<file path="src/rtl/de_pkg.sv">
// Shared types and ASCII constants for the keystroke entry sequencer.
package de_pkg;

    typedef enum logic [2:0] {IDLE, MT, MO, ST, SO} state_t;

    localparam logic [7:0] CMD_TIME_L  = 8'h6C;
    localparam logic [7:0] CMD_TIME_U  = 8'h4C;
    localparam logic [7:0] CMD_ALARM_L = 8'h61;
    localparam logic [7:0] CMD_ALARM_U = 8'h41;
    localparam logic [7:0] ASCII_ESC   = 8'h1B;
    localparam logic [7:0] ASCII_0     = 8'h30;
    localparam logic [7:0] ASCII_9     = 8'h39;

    localparam logic [3:0] TENS_MAX = 4'd5;
    localparam logic [3:0] ONES_MAX = 4'd9;

    function automatic logic isDigit(input logic [7:0] b);
        return (b >= ASCII_0) && (b <= ASCII_9);
    endfunction

    function automatic logic [3:0] digVal(input logic [7:0] b);
        return 4'(b - ASCII_0);
    endfunction

endpackage

</file>
<file path="src/rtl/entry_timer.sv">
// Inactivity counter: counts one-second strobes while entry is idle-waiting.
module entry_timer #(
    parameter int TIMEOUT_SEC = 8
) (
    input  logic clk,
    input  logic rst,
    input  logic clr,
    input  logic strb,
    output logic timeout
);
    localparam int W = (TIMEOUT_SEC < 2) ? 1 : $clog2(TIMEOUT_SEC + 1);

    logic [W-1:0] cnt;

    // Fires on the strobe that would bring the count up to TIMEOUT_SEC.
    assign timeout = strb & ~clr & (cnt == W'(TIMEOUT_SEC - 1));

    always_ff @(posedge clk) begin
        if (rst || clr || timeout)
            cnt <= '0;
        else if (strb)
            cnt <= cnt + 1'b1;
    end
endmodule

</file>
<file path="src/rtl/dientry.sv">
// Keystroke entry sequencer: command byte + four digits -> per-digit load strobes.
// Optional inactivity abort is built when ENTRY_TIMEOUT_EN is defined.
module dientry
    import de_pkg::*;
#(
    parameter int TIMEOUT_SEC = 8
) (
    input  logic       clk,
    input  logic       rst,
    input  logic [7:0] de_byte,
    input  logic       de_valid,
    output logic       de_ready,
    input  logic       i_oneSecStrb,
    output logic       ld_time,
    output logic       ld_alarm,
    output logic       ldMtens,
    output logic       ldMones,
    output logic       ldStens,
    output logic       ldSones,
    output logic       valid_num,
    output logic [3:0] ld_num,
    output logic       de_freeze,
    output logic       de_done,
    output logic       de_abort
);
    state_t     state, stateNx;
    logic       modeAlarm, modeAlarmNx;
    logic       vldNx, doneNx, abortNx;
    logic [3:0] numNx, limit;
    logic       accept, isCmd, timeout;

    assign accept = de_valid & ~valid_num;
    assign isCmd  = (de_byte == CMD_TIME_L) || (de_byte == CMD_TIME_U) ||
                    (de_byte == CMD_ALARM_L) || (de_byte == CMD_ALARM_U);
    assign limit  = (state == MT || state == ST) ? TENS_MAX : ONES_MAX;

`ifdef ENTRY_TIMEOUT_EN
    entry_timer #(.TIMEOUT_SEC(TIMEOUT_SEC)) uTimer (
        .clk     (clk),
        .rst     (rst),
        .clr     (accept | (state == IDLE)),
        .strb    (i_oneSecStrb),
        .timeout (timeout)
    );
`else
    logic unusedStrb;
    assign unusedStrb = i_oneSecStrb ^ (TIMEOUT_SEC == 0);
    assign timeout    = 1'b0;
`endif

    always_comb begin
        stateNx     = state;
        modeAlarmNx = modeAlarm;
        vldNx       = 1'b0;
        numNx       = ld_num;
        doneNx      = 1'b0;
        abortNx     = 1'b0;
        if (timeout) begin
            stateNx = IDLE;
            abortNx = 1'b1;
        end else if (valid_num) begin
            // The load cycle is over; move to the next digit.
            unique case (state)
                MT:      stateNx = MO;
                MO:      stateNx = ST;
                ST:      stateNx = SO;
                default: stateNx = IDLE;
            endcase
            doneNx = (state == SO);
        end else if (accept) begin
            if (isCmd) begin
                modeAlarmNx = (de_byte == CMD_ALARM_L) || (de_byte == CMD_ALARM_U);
                stateNx     = MT;
            end else if (state != IDLE) begin
                if (de_byte == ASCII_ESC) begin
                    stateNx = IDLE;
                    abortNx = 1'b1;
                end else if (isDigit(de_byte) && (digVal(de_byte) <= limit)) begin
                    vldNx = 1'b1;
                    numNx = digVal(de_byte);
                end
            end
        end
    end

    always_ff @(posedge clk) begin
        if (rst) begin
            state     <= IDLE;
            modeAlarm <= 1'b0;
            valid_num <= 1'b0;
            ld_num    <= 4'd0;
            de_done   <= 1'b0;
            de_abort  <= 1'b0;
        end else begin
            state     <= stateNx;
            modeAlarm <= modeAlarmNx;
            valid_num <= vldNx;
            ld_num    <= numNx;
            de_done   <= doneNx;
            de_abort  <= abortNx;
        end
    end

    assign de_ready  = ~valid_num;
    assign ld_time   = ~modeAlarm & (state != IDLE);
    assign ld_alarm  = modeAlarm & (state != IDLE);
    assign de_freeze = ld_time;
    assign ldMtens   = (state == MT);
    assign ldMones   = (state == MO);
    assign ldStens   = (state == ST);
    assign ldSones   = (state == SO);
endmodule
</file>
<file path="config.mk">
export PLATFORM = sky130hd
export DESIGN_NAME = dientry
export DESIGN_NICKNAME = d
export VERILOG_FILES = /design/src/rtl/de_pkg.sv /design/src/rtl/entry_timer.sv /design/src/rtl/dientry.sv
export SDC_FILE = /design/constraint.sdc
export NUM_CORES = 1
export LEC_CHECK = 0
export BUFFER_PORTS_ARGS = -buffer_cell sky130_fd_sc_hd__buf_2
export CORE_MARGIN = 1.5
export CORE_UTILIZATION = 30
export DETAILED_ROUTE_END_ITERATION = 16
export HOLD_SLACK_MARGIN = 0.1
export PLACE_DENSITY = 0.61
export SYNTH_ARGS = -nofsm -noshare
export SYNTH_HDL_FRONTEND = slang
export SYNTH_SLANG_ARGS = --single-unit
export TNS_END_PERCENT = 50
</file>
<file path="constraint.sdc">
create_clock -name clk -period 2.9 [get_ports clk]
set_input_delay 0.87 -clock clk [delete_from_list [all_inputs] [get_ports clk]]
set_output_delay 0.87 -clock clk [all_outputs]
set_load 0.02 [all_outputs]
</file>
==> metrics.md, run 1 <==
| Metric | Value |
|---|---|
| Status | finished clean |
| Layout Nets | 117 |
| Worst EP arrival | about 1.3 ns |
| Seq/Total Area, Yosys | 0.3365 |
| Final period utilization | 0.7522 |
| Worst VDD drop | around 160 uV |
| Worst EP required | around 2 ns |
| Hold Path Class | reg2reg |
| I/O pin count | 27 |
| Crit-path cells | and2b_1 -> and2_1 -> buf_2 |
| WL/cell | between 10 and 15 um |
| DP HPWL | 1.213 mm |
| Vias/cell | approximately 5.1 |
| Post-Synth Adder-Cell Area | 0.03824 |
| Mux cell area share after synthesis | 0.07648 |
| Sink Count | 11 |
| Total CTS buffers | 3 |
| WS Path Type | reg2out |
| Max incr delay on CP | 0.47 ns |
| DR DRC count | 0 |
| Max-cap violations | 0 |
| CP Launch Type | flop |
| Post-CTS setup buffers | 0 |
| Core area | 2002 sq um |
| Longest Clk Path Bufs | 2 |
| GP Congestion | about 0.74 |
| Die Width | 49.71 um |
| First drt pass iteration count | 4 |
| Main combinational cell family by area after synthesis | simple AND/OR/NAND/NOR gates |
| RSZ-0062 raised after global routing | no |
| Slew margin rel. | 0.7546 |
| Count of final setup violators | 0 |
| Initial antenna violation count | 0 |
| First-pass GRT wire length | about 2.7 mm |
| Largest net degree at the start of global routing | 14 |
| Vias | about 650 |
| Slew Limit Fails | 0 |
| Synth Instances | between 70 and 80 |
| Mean post-synth cell area | around 8.6 sq um |
| Layout Area Growth over Synthesis | 25.81% |
| Port Buf Inserts | 25 |
| YS warnings | 0 |
| Post-CTS sizing | 0 |
| Number of fill cells | approximately 220 |
| Setup TNS | 0 ns |
| Clock transition at the registers of the reported paths | about 0.07 ns |
| Pre-CTS setup slack | 0.6626 ns |
| Final instance area | 823.3 sq um |
| Post-synth cell types | 35 |
| Post-DRT Antenna Nets | 0 |
| Worst slew pin tran | between 0.3 and 0.4 ns |
| DR iter-0 viols | 13 |
| Die area | ~2500 sq um |
| Share of layout cells above drive strength 1 | 0.3137 |
| Die Y | ~50 um |
| Final worst setup slack | approximately 0.72 ns |
| Synth Area in Simple Gates | 0.3652 |
| Placement Cell Area | 797.0 sq um |
| Setup crit end kind | output pin |
| Gr usage total | 0.1423 |
| Pleak | 0.3889 nW |
| H-tree levels | 1 |
| Flop and latch count out of synthesis | 11 |
| Worst Path Max Fanout | 9 |
| Fin Clk Skew | approximately 0.0034 ns |
| Final WL | between 1.5 and 2 mm |
| # rows | 16 |
| # diodes | 0 |
| Synth Area in XOR/XNOR | 0 |
| Compound-Gate Fraction of Synth Area | 0.1415 |
| CTS Root Cell | clkbuf_4 |
| Vias in the first global route | approximately 610 |
| Min cycle time layout | ~2.2 ns |
| Post-Synthesis Cell Area | between 600 and 700 sq um |
| GRT Residual Overflow | 0 |
| Initial core utilization | 0.3269 |
| CTS tree | yes |
| CTS Hold Bufs | 0 |
| Post-synth net total | 90 |
| Power Dens Cells | about 350 nW/um^2 |
| Fmax | approximately 0.46 GHz |
| Critical-path cell with the highest stage delay | dfxtp_1 |
| Hold Fails Final Rpt | 0 |
| Worst-Skew Late Latency | 0.27 ns |
flip-flops by register name, summed over array words and instances (netlist names):
signal,flops
modeAlarm,1
de_abort,1
de_done,1
ld_num,4
state,3
valid_num,1
worst paths after layout:
| check | slack (ns) | startpoint | to | cells past startpoint |
|---|---|---|---|---|
| setup / recovery | 0.72 | state[2]$_SDFFE_PP0P_ | ldStens | 3 |
| hold / removal | 0.46 | ld_num[1]$_SDFFE_PP0P_ | ld_num[1]$_SDFFE_PP0P_ | 2 |
| setup reg to reg | 1.00 | state[2]$_SDFFE_PP0P_ | ld_num[3]$_SDFFE_PP0P_ | 6 |
| hold reg to reg | 0.46 | ld_num[1]$_SDFFE_PP0P_ | ld_num[1]$_SDFFE_PP0P_ | 2 |
through the flow:
stage,std cells,power [mW],hold slack (ns),utilization
global route,129,0.3089,0.4775,0.4113
floorplan,76,0.1729,0.4809,-
CTS,129,0.2933,0.4674,0.4113
detailed placement,125,0.1881,0.4522,0.3981
finish,129,0.2904,0.4579,0.4113
global placement,125,0.1866,0.4418,0.3981
cells in the final DEF (no fill, tap or decap):
cell	Yosys	layout
a21bo_2	1	1
a21o_1	1	1
a21oi_1	3	3
a22o_1	1	1
a31oi_1	2	2
and2_1	1	1
and2b_1	2	2
and3_1	2	2
and3b_1	1	1
buf_2	1	25
clkbuf_1	1	1
clkbuf_4	0	3
dfxtp_1	11	11
ha_1	2	2
inv_1	3	3
mux2i_1	5	5
nand2_1	10	10
nand2b_1	1	1
nand3_1	1	1
nand3b_1	1	1
nand4_1	1	1
nor2_1	4	4
nor2b_1	1	1
nor3_1	1	1
nor3_2	1	1
nor3_4	1	1
nor3b_1	4	4
nor4_1	2	2
nor4b_1	1	1
nor4bb_1	1	1
o2111a_1	1	1
o211ai_1	1	1
o21ai_0	4	4
or3_1	1	1
or4b_4	1	1
critical path: cells and delay by family (launching register included):
kind	cells	cell delay, ns
buffers and inverters	1	0.16
DFF	1	0.47
and+or+nand+nor	2	0.41
power breakdown:
part	leakage, nW	internal [mW]	switching, mW
Combinational	0.285	0.0128	0.0199
Clock	0.0150	0.0532	0.0528
Sequential	0.0886	0.151	0.000602
Total	0.389	0.217	0.0733
area by class of cell:
class / count / area [sq um] / area share
Timing Repair Buffer: 25 / 125.1 / 0.1520
Sequential cell: 11 / 220.2 / 0.2675
Multi-Input combinational cell: 59 / 406.6 / 0.4939
Tap cell: 27 / 33.78 / 0.04103
Inverter: 3 / 11.26 / 0.01368
Clock buffer: 4 / 26.28 / 0.03191
per-layer routing:
layer	track usage	share of wire	wire (um)
met5	0	0	0
met3	0.04242	0.076	116
met4	0.04167	0.010	16
met1	0.1940	0.47	722
met2	0.2156	0.44	679
cell families (layout without fill, tap and decap cells):
| group | count (synthesis) | count (layout) |
|---|---|---|
| AOI/OAI and AO/OA | 14 | 14 |
| and+or+nand+nor | 38 | 38 |
| muxes | 5 | 5 |
| adders and majority gates | 2 | 2 |
| buffers and inverters | 6 | 32 |
| DFF | 11 | 11 |
cell usage after synthesis (all sizes together):
| library cell | n | area (sq um) |
|---|---|---|
| buf | 2 | 12.51 |
| nor3 | 3 | 31.28 |
| ha | 2 | 25.02 |
| nand4 | 1 | 6.260 |
| inv | 3 | 11.26 |
| a21oi | 3 | 15.01 |
| nor4b | 1 | 8.760 |
| and3 | 2 | 12.51 |
| o21ai | 4 | 20.02 |
| nand3 | 1 | 5.000 |
| nand2b | 1 | 6.260 |
| o211ai | 1 | 7.510 |
| a21o | 1 | 7.510 |
| nor4bb | 1 | 10.01 |
| a31oi | 2 | 12.51 |
| nor4 | 2 | 12.51 |
| o2111a | 1 | 11.26 |
| nor3b | 4 | 30.03 |
| or3 | 1 | 6.260 |
| dfxtp | 11 | 220.2 |
| mux2i | 5 | 50.05 |
| or4b | 1 | 13.76 |
| nand3b | 1 | 7.510 |
| and3b | 1 | 8.760 |
| a22o | 1 | 8.760 |
| nor2 | 4 | 15.01 |
| nor2b | 1 | 6.260 |
| and2 | 1 | 6.260 |
| clkbuf | 1 | 3.750 |
| and2b | 2 | 15.01 |
| nand2 | 10 | 37.54 |
| a21bo | 1 | 10.01 |
Note: power is estimated with default switching activity, not from simulation.
==> run 2: changes to the inputs <==
- PLACE_DENSITY: 0.61 -> 0.63
- clock period: 2.9 -> 1.8 ns (I/O delays scaled with it)
==> run 2 against run 1 <==
Die area unchanged. Combinational power is 120% higher. Global-route usage decreased by 0.30 points. Largest power group unchanged. Via count rose by 5.1%. Setup slack worse by 0.71 ns. Highest routed layer is now met3. Clock skew up 0.0026 ns. Power increased by 66%. Non-clock buffer count up 10. Sequential power up 60%. Critical path depth grew 2. Wire length is 8.9% higher. Core utilization is 6.8 points higher. Critical endpoint is now ldMtens.
==> metrics.md, run 2 (synthesis gave the netlist of run 1 again) <==
| Metric | Value |
|---|---|
| Min cycle time layout | 1.791 ns |
| Hold Path Class | reg2reg |
| Core Util, Final | 0.4794 (+0.06812) |
| I/O pin count | 27 (unchanged) |
| Top Registers | ld_num (4), state (3) |
| Placement Cell Area | 872.1 sq um (+9.4%) |
| Int Power | 361.7 uW (+67%) |
| Power Dens Cells | 503.6 nW/um^2 (+43%) |
| CTS Root Cell | clkbuf_4 |
| Vias | 685 (+5.1%) |
| Longest Clk Path Bufs | 2 (unchanged) |
| Final WL | 1.671 mm (+8.9%) |
| Worst slew pin tran | 0.4017 ns (+0.03401 ns) |
| Fin Clk Skew | 0.005997 ns (+0.002596 ns) |
| Layout Cells excl Fill | 139 (+7.8%) |
| Sink Count | 11 (unchanged) |
| Pleak | 0.4469 nW (+15%) |
| Layout Nets | 127 (+8.5%) |
| Die Width | 49.71 um (unchanged) |
| Largest Register | ld_num |
| Worst EP arrival | 1.25 ns (-0.06 ns) |
| Clock transition at the registers of the reported paths | 0.07 ns (about the same) |
| Slew Limit Fails | 0 (unchanged) |
| H-tree levels | 1 (unchanged) |
| Max-cap violations | 0 (unchanged) |
| Post-DRT Antenna Nets | 0 (unchanged) |
| Comb power frac | 0.149 (+0.036) |
| Final instance area | 959.7 sq um (+17%) |
| Seq pwr share | 0.502 (-0.021) |
| WL/cell | 12.02 um (+1.1%) |
| Die Y | 49.71 um (unchanged) |
| Fmax | 0.5583 GHz |
| Core area | 2002 sq um (unchanged) |
| CP Launch Type | flop |
| DR DRC count | 0 (unchanged) |
| # diodes | 0 (unchanged) |
| Net Sw Power | 121.6 uW (+66%) |
| CTS tree | yes |
| RSZ-0062 raised after global routing | yes |
| # rows | 16 (unchanged) |
| Initial core utilization | 0.3269 (unchanged) |
| Vias in the first global route | 602 (-2.0%) |
| First-pass GRT wire length | 2.587 mm (-4.6%) |
| Total CTS buffers | 3 (unchanged) |
| Vias/cell | 4.928 (-2.5%) |
| Gr usage total | 0.1393 (-0.003000) |
| Worst VDD drop | 448.5 uV (+170%) |
| Placed cells | 135 (+8.0%) |
| Pre-CTS setup slack | -0.09399 ns (-0.7566 ns) |
| Number of flip-flops in the largest register | 4 (unchanged) |
| DR iter-0 viols | 16 (+3) |
| Switching Share | 0.2516 (-0.0006770) |
| GRT Residual Overflow | 0 (unchanged) |
| GP Congestion | 0.7329 (-0.85%) |
| Status | finished clean |
| WS Path Type | reg2out |
| Worst EP required | 1.26 ns (-0.77 ns) |
| Final period utilization | 0.9950 |
| Worst Path Max Fanout | 5 (-4) |
| Worst-Skew Late Latency | 0.27 ns (about the same) |
| Final worst setup slack | 0.009001 ns (-0.7096 ns) |
| Hold Fails Final Rpt | 0 (unchanged) |
| Port Buf Inserts | 25 (unchanged) |
| Number of fill cells | 205 (-8.1%) |
| Initial antenna violation count | 0 (unchanged) |
| Commonest non-fill, non-tap cell in the layout | buf_2 |
| Layout Area Growth over Synthesis | 46.65% |
| Clk pwr share | 0.349 (-0.016) |
| Die area | 2471 sq um (unchanged) |
| Worst R2R Path Depth | 6 (unchanged) |
| Post-CTS setup buffers | 0 (unchanged) |
| Count of final setup violators | 0 (unchanged) |
| CTS Hold Bufs | 0 (unchanged) |
| Largest net degree at the start of global routing | 10 (-4) |
| DP HPWL | 1.278 mm (+5.4%) |
| WHS Path Cells | 2 (unchanged) |
| First drt pass iteration count | 4 (unchanged) |
| Share of layout cells above drive strength 1 | 0.4554 (+0.1416) |
| Setup crit end kind | output pin |
| Slew margin rel. | 0.7309 (-0.02365) |
| Most frequent cells in the layout | buf_2 (24), nand2_1 (10), dfxtp_1 (10) |
==> run 2: changes by cell type in the layout (fill, tap and decap cells not counted), moves of 2 or more <==
| cell | previous run | this run |
|---|---|---|
| buf_4 | 0 | 9 |
| buf_6 | 0 | 2 |
| ha_1 | 2 | 0 |
| ha_4 | 0 | 2 |
==> run 2: worst paths after layout <==
path | end | from | slack (ns)
worst max register to register | ld_num[0]$_SDFFE_PP0P_ | state[2]$_SDFFE_PP0P_ | 0.06
worst min register to register | ld_num[3]$_SDFFE_PP0P_ | ld_num[3]$_SDFFE_PP0P_ | 0.46
worst min-delay path | ld_num[3]$_SDFFE_PP0P_ | ld_num[3]$_SDFFE_PP0P_ | 0.46
worst max-delay path | ldMtens | state[2]$_SDFFE_PP0P_ | 0.009
==> run 2: repair_timing <==
item	in CTS	in global routing
setup endpoints to repair	5	6
gates resized for setup	3	11
pin swaps	0	2
==> run 2: per-layer routing <==
| metal | track usage | vias to the layer above | wire length [um] |
|---|---|---|---|
| li1 | - | 347 | - |
| met1 | 0.1779 | 318 | 781 |
| met2 | 0.2156 | 20 | 789 |
| met3 | 0.06364 | 0 | 100 |
| met4 | 0.02778 | 0 | 0 |
| met5 | 0 | - | 0 |
==> run 2: layout make-up <==
type | instances | area (sq um) | area share
well taps | 27 | 33.78 | 0.03520
multi-input cells | 59 | 454.2 | 0.4733
flip-flops and latches | 11 | 224.0 | 0.2334
inverters | 3 | 11.26 | 0.01173
repair buffers | 35 | 210.2 | 0.2190
clock buffers | 4 | 26.28 | 0.02738
==> run 2: worst max-delay path: stages (launching register included) <==
cell,delay [ns]
dfxtp_4,0.36
and2b_2,0.26
inv_2,0.06
buf_6,0.11
nor2_4,0.07
buf_6,0.11
==> run 2: power groups by stage <==
stage               Clock [mW]  Sequential (mW)  Combinational [mW]
floorplan                    0            0.249              0.0291
global placement             0            0.250              0.0614
detailed placement           0            0.250              0.0629
CTS                      0.172            0.244              0.0634
global route             0.192            0.243              0.0795
finish                   0.169            0.243              0.0719
==> run 2: through the flow <==
| step | TNS (ns) | hold WS [ns] | total power, mW |
|---|---|---|---|
| 5_1_grt | -0.1425 | 0.4795 | 0.5141 |
| 4_1_cts | -0.001228 | 0.4653 | 0.4797 |
| 2_1_floorplan | 0 | 0.4809 | 0.2785 |
| 3_5_place_dp | -0.4946 | 0.4476 | 0.3127 |
| 6_report | 0 | 0.4612 | 0.4833 |
| 3_3_place_gp | -0.3946 | 0.4420 | 0.3112 |
==> run 3: changes to the inputs <==
- GPL_ROUTABILITY_DRIVEN: not set -> 0
- SETUP_SLACK_MARGIN: not set -> 0.5
==> run 3 against run 2 <==
Non-clock buffer count up 5. Core utilization up 9.8 points. Largest cell class unchanged. Critical endpoint is now ldStens. Sequential cell count unchanged. Final area up 20%. Final cell count up 3.6%.
==> metrics.md, run 3 (synthesis gave the netlist of run 1 again) <==
| Metric | Value |
|---|---|
| Largest Register | ld_num |
| CTS Root Cell | clkbuf_4 |
| Top Registers | ld_num (4), state (3) |
| # diodes | 0 (unchanged) |
| Die Width | 49.71 um (unchanged) |
| Gr usage total | 0.1684 (+0.02905) |
| Vias in the first global route | 717 (+19%) |
| I/O pin count | 27 (unchanged) |
| GR Layer Usage met2 | 0.2644 (+0.04889) |
| WL/cell | 13.58 um (+13%) |
| GRT met1 Usage | 0.2164 (+0.03852) |
| Total CTS buffers | 3 (unchanged) |
| Min cycle time layout | 1.797 ns (+0.005721 ns) |
| # rows | 16 (unchanged) |
| Number of flip-flops in the largest register | 4 (unchanged) |
| Status | finished clean |
| Longest Clk Path Bufs | 2 (unchanged) |
| Area taken by multi-input logic gates | 505.5 sq um (+11%) |
| Count of final setup violators | 0 (unchanged) |
| Commonest non-fill, non-tap cell in the layout | buf_6 |
| Critical-path cell with the highest stage delay | dfxtp_2 |
| Number of fill cells | 183 (-11%) |
| Final period utilization | 0.9982 (+0.003178) |
| Share of layout cells above drive strength 1 | 0.5641 (+0.1087) |
| Setup TNS | 0 ns (unchanged) |
| Pre-CTS setup slack | -0.02829 ns (+0.06570 ns) |
| Max-cap violations | 0 (unchanged) |
| Layer with the highest usage | met2 |
| Final WL | 1.955 mm (+17%) |
| Cell mode on critical path | buf_6 |
| Worst Path Max Fanout | 3 (-2) |
| Worst R2R Path Depth | 8 (+2) |
| Layout Nets | 132 (+3.9%) |
| Clock transition at the registers of the reported paths | 0.07 ns (about the same) |
| Final worst setup slack | 0.003280 ns (-0.005721 ns) |
| Setup crit end kind | output pin |
| Slew margin rel. | 0.7896 (+0.05871) |
| DR iter-0 viols | 11 (-5) |
| Hold path endpoint | ld_num[1]$_SDFFE_PP0P_ |
| CP Launch Type | flop |
| Crit-path cells | buf_6 -> and2b_2 -> and2_4 -> buf_6 |
| Reg area | 232.7 sq um (+3.9%) |
| DP HPWL | 1.293 mm (+1.1%) |
| Worst VDD drop | 280.4 uV (-37%) |
| Hold Fails Final Rpt | 0 (unchanged) |
| Hold Path Class | reg2reg |
| RSZ-0062 raised after global routing | yes |
| WHS Path Cells | 2 (unchanged) |
| Vias | 749 (+9.3%) |
| Vias/cell | 5.201 (+5.5%) |
| Core Util, Final | 0.5775 (+0.09813) |
| Die area | 2471 sq um (unchanged) |
| Port Buf Inserts | 25 (unchanged) |
| GRT Residual Overflow | 0 (unchanged) |
| FF-to-FF setup slack | 0.01 ns (-0.05 ns) |
| Initial antenna violation count | 0 (unchanged) |
| FF-to-FF End | ld_num[3]$_SDFFE_PP0P_ |
| Post-DRT Antenna Nets | 0 (unchanged) |
| Hold_sp | ld_num[1]$_SDFFE_PP0P_ |
| Layout Area Growth over Synthesis | 76.67% |
| First-pass GRT wire length | 3.194 mm (+23%) |
| Slew Limit Fails | 0 (unchanged) |
| DR DRC count | 0 (unchanged) |
| WS Path Type | reg2out |
| Largest net degree at the start of global routing | 10 (unchanged) |
| Final instance area | 1156 sq um (+20%) |
| Cell family with most CP delay | simple AND/OR/NAND/NOR gates |
| First drt pass iteration count | 4 (unchanged) |
| Hold slack final | 0.4615 ns (+0.0002510 ns) |
| H-tree levels | 1 (unchanged) |
| Met3 Usage GRT | 0.03333 (-0.03030) |
| Worst slew pin tran | 0.3145 ns (-0.08719 ns) |
| Placement Cell Area | 922.1 sq um (+5.7%) |
| Max incr delay on CP | 0.34 ns (-0.02 ns) |
| Sink Count | 11 (unchanged) |
| Core area | 2002 sq um (unchanged) |
| Worst path bufs/invs | 2 (-1) |
| Worst EP required | 1.26 ns (about the same) |
| Fmax | 0.5566 GHz (-0.32%) |
| Power Dens Cells | 436.2 nW/um^2 (-13%) |
| Reg-to-Reg Start | state[0]$_SDFFE_PP0P_ |
| Die Y | 49.71 um (unchanged) |
| CTS tree | yes |
| CTS Hold Bufs | 0 (unchanged) |
| Worst EP arrival | 1.26 ns (about the same) |
| Fin Clk Skew | 0.002257 ns (-0.003739 ns) |
| Initial core utilization | 0.3269 (unchanged) |
| Worst-Skew Late Latency | 0.27 ns (about the same) |
| Pleak | 0.4999 nW (+12%) |
| Most frequent cells in the layout | buf_6 (15), buf_4 (14), nand2_1 (10), buf_2 (10), dfxtp_1 (7) |
run 3: cell count changes in the layout (fill, tap and decap cells not counted), moves of 2 or more:
cell	delta
buf_2	-14
buf_4	+5
buf_6	+13
dfxtp_1	-3
dfxtp_4	+2
nor3b_4	+2
nor4_1	-2
nor4_2	+2
run 3: timing repair:
item                                    CTS  global route
setup buffers                             4             1
pin swaps                                10             7
endpoints found under the setup margin   23            24
endpoints found under the hold margin     0             0
resized for setup                        41             8
run 3: area by class of cell:
cell class / count / share of cell area
clock buffer: 4 / 0.02273
inverter: 3 / 0.01190
timing repair buffer: 40 / 0.2976
sequential: 11 / 0.2013
tap: 27 / 0.02922
multi-input combinational: 59 / 0.4372
run 3: routing by layer:
layer  vias up  wire length [um]
li1        359                 -
met1       357               894
met2        27               900
met3         6               106
met4         0                55
met5         -                 0
run 3: where the power goes:
group | leakage (nW) | switching [mW] | internal, mW | total (mW)
logic | 0.393 | 0.0455 | 0.0430 | 0.0885
registers | 0.0915 | 0.000515 | 0.239 | 0.240
clock network | 0.0150 | 0.0903 | 0.0860 | 0.176
total | 0.500 | 0.136 | 0.368 | 0.504
run 3: how the worst max path moves through the flow:
stage	endpoint	from	slack (ns)	cells after the start
after floorplan	state[1]$_SDFFE_PP0P_	de_byte[6]	0.12	3
after global placement	state[1]$_SDFFE_PP0P_	de_byte[2]	-0.03	5
after detailed placement	state[1]$_SDFFE_PP0P_	de_byte[2]	-0.03	5
after CTS	ld_alarm	state[0]$_SDFFE_PP0P_	-0.03	4
after global routing	ld_num[0]$_SDFFE_PP0P_	state[0]$_SDFFE_PP0P_	-0.07	8
final	ldStens	state[0]$_SDFFE_PP0P_	0.003	4
run 3: worst reg2reg max path, cell delays in order, from the launching register on:
cell and delay, ns:
dfxtp_2 0.34, buf_6 0.11, and2b_2 0.23, inv_2 0.09, ha_4 0.20, nand3_2 0.08, nand4_1 0.16, nor3_4 0.29
mux2i_1 0.22
run 3: through the flow:
stage	total power [mW]	cells
4_1_cts	0.5015	143
5_1_grt	0.5300	144
3_5_place_dp	0.3206	135
3_3_place_gp	0.3198	135
2_1_floorplan	0.2852	76
6_report	0.5043	144
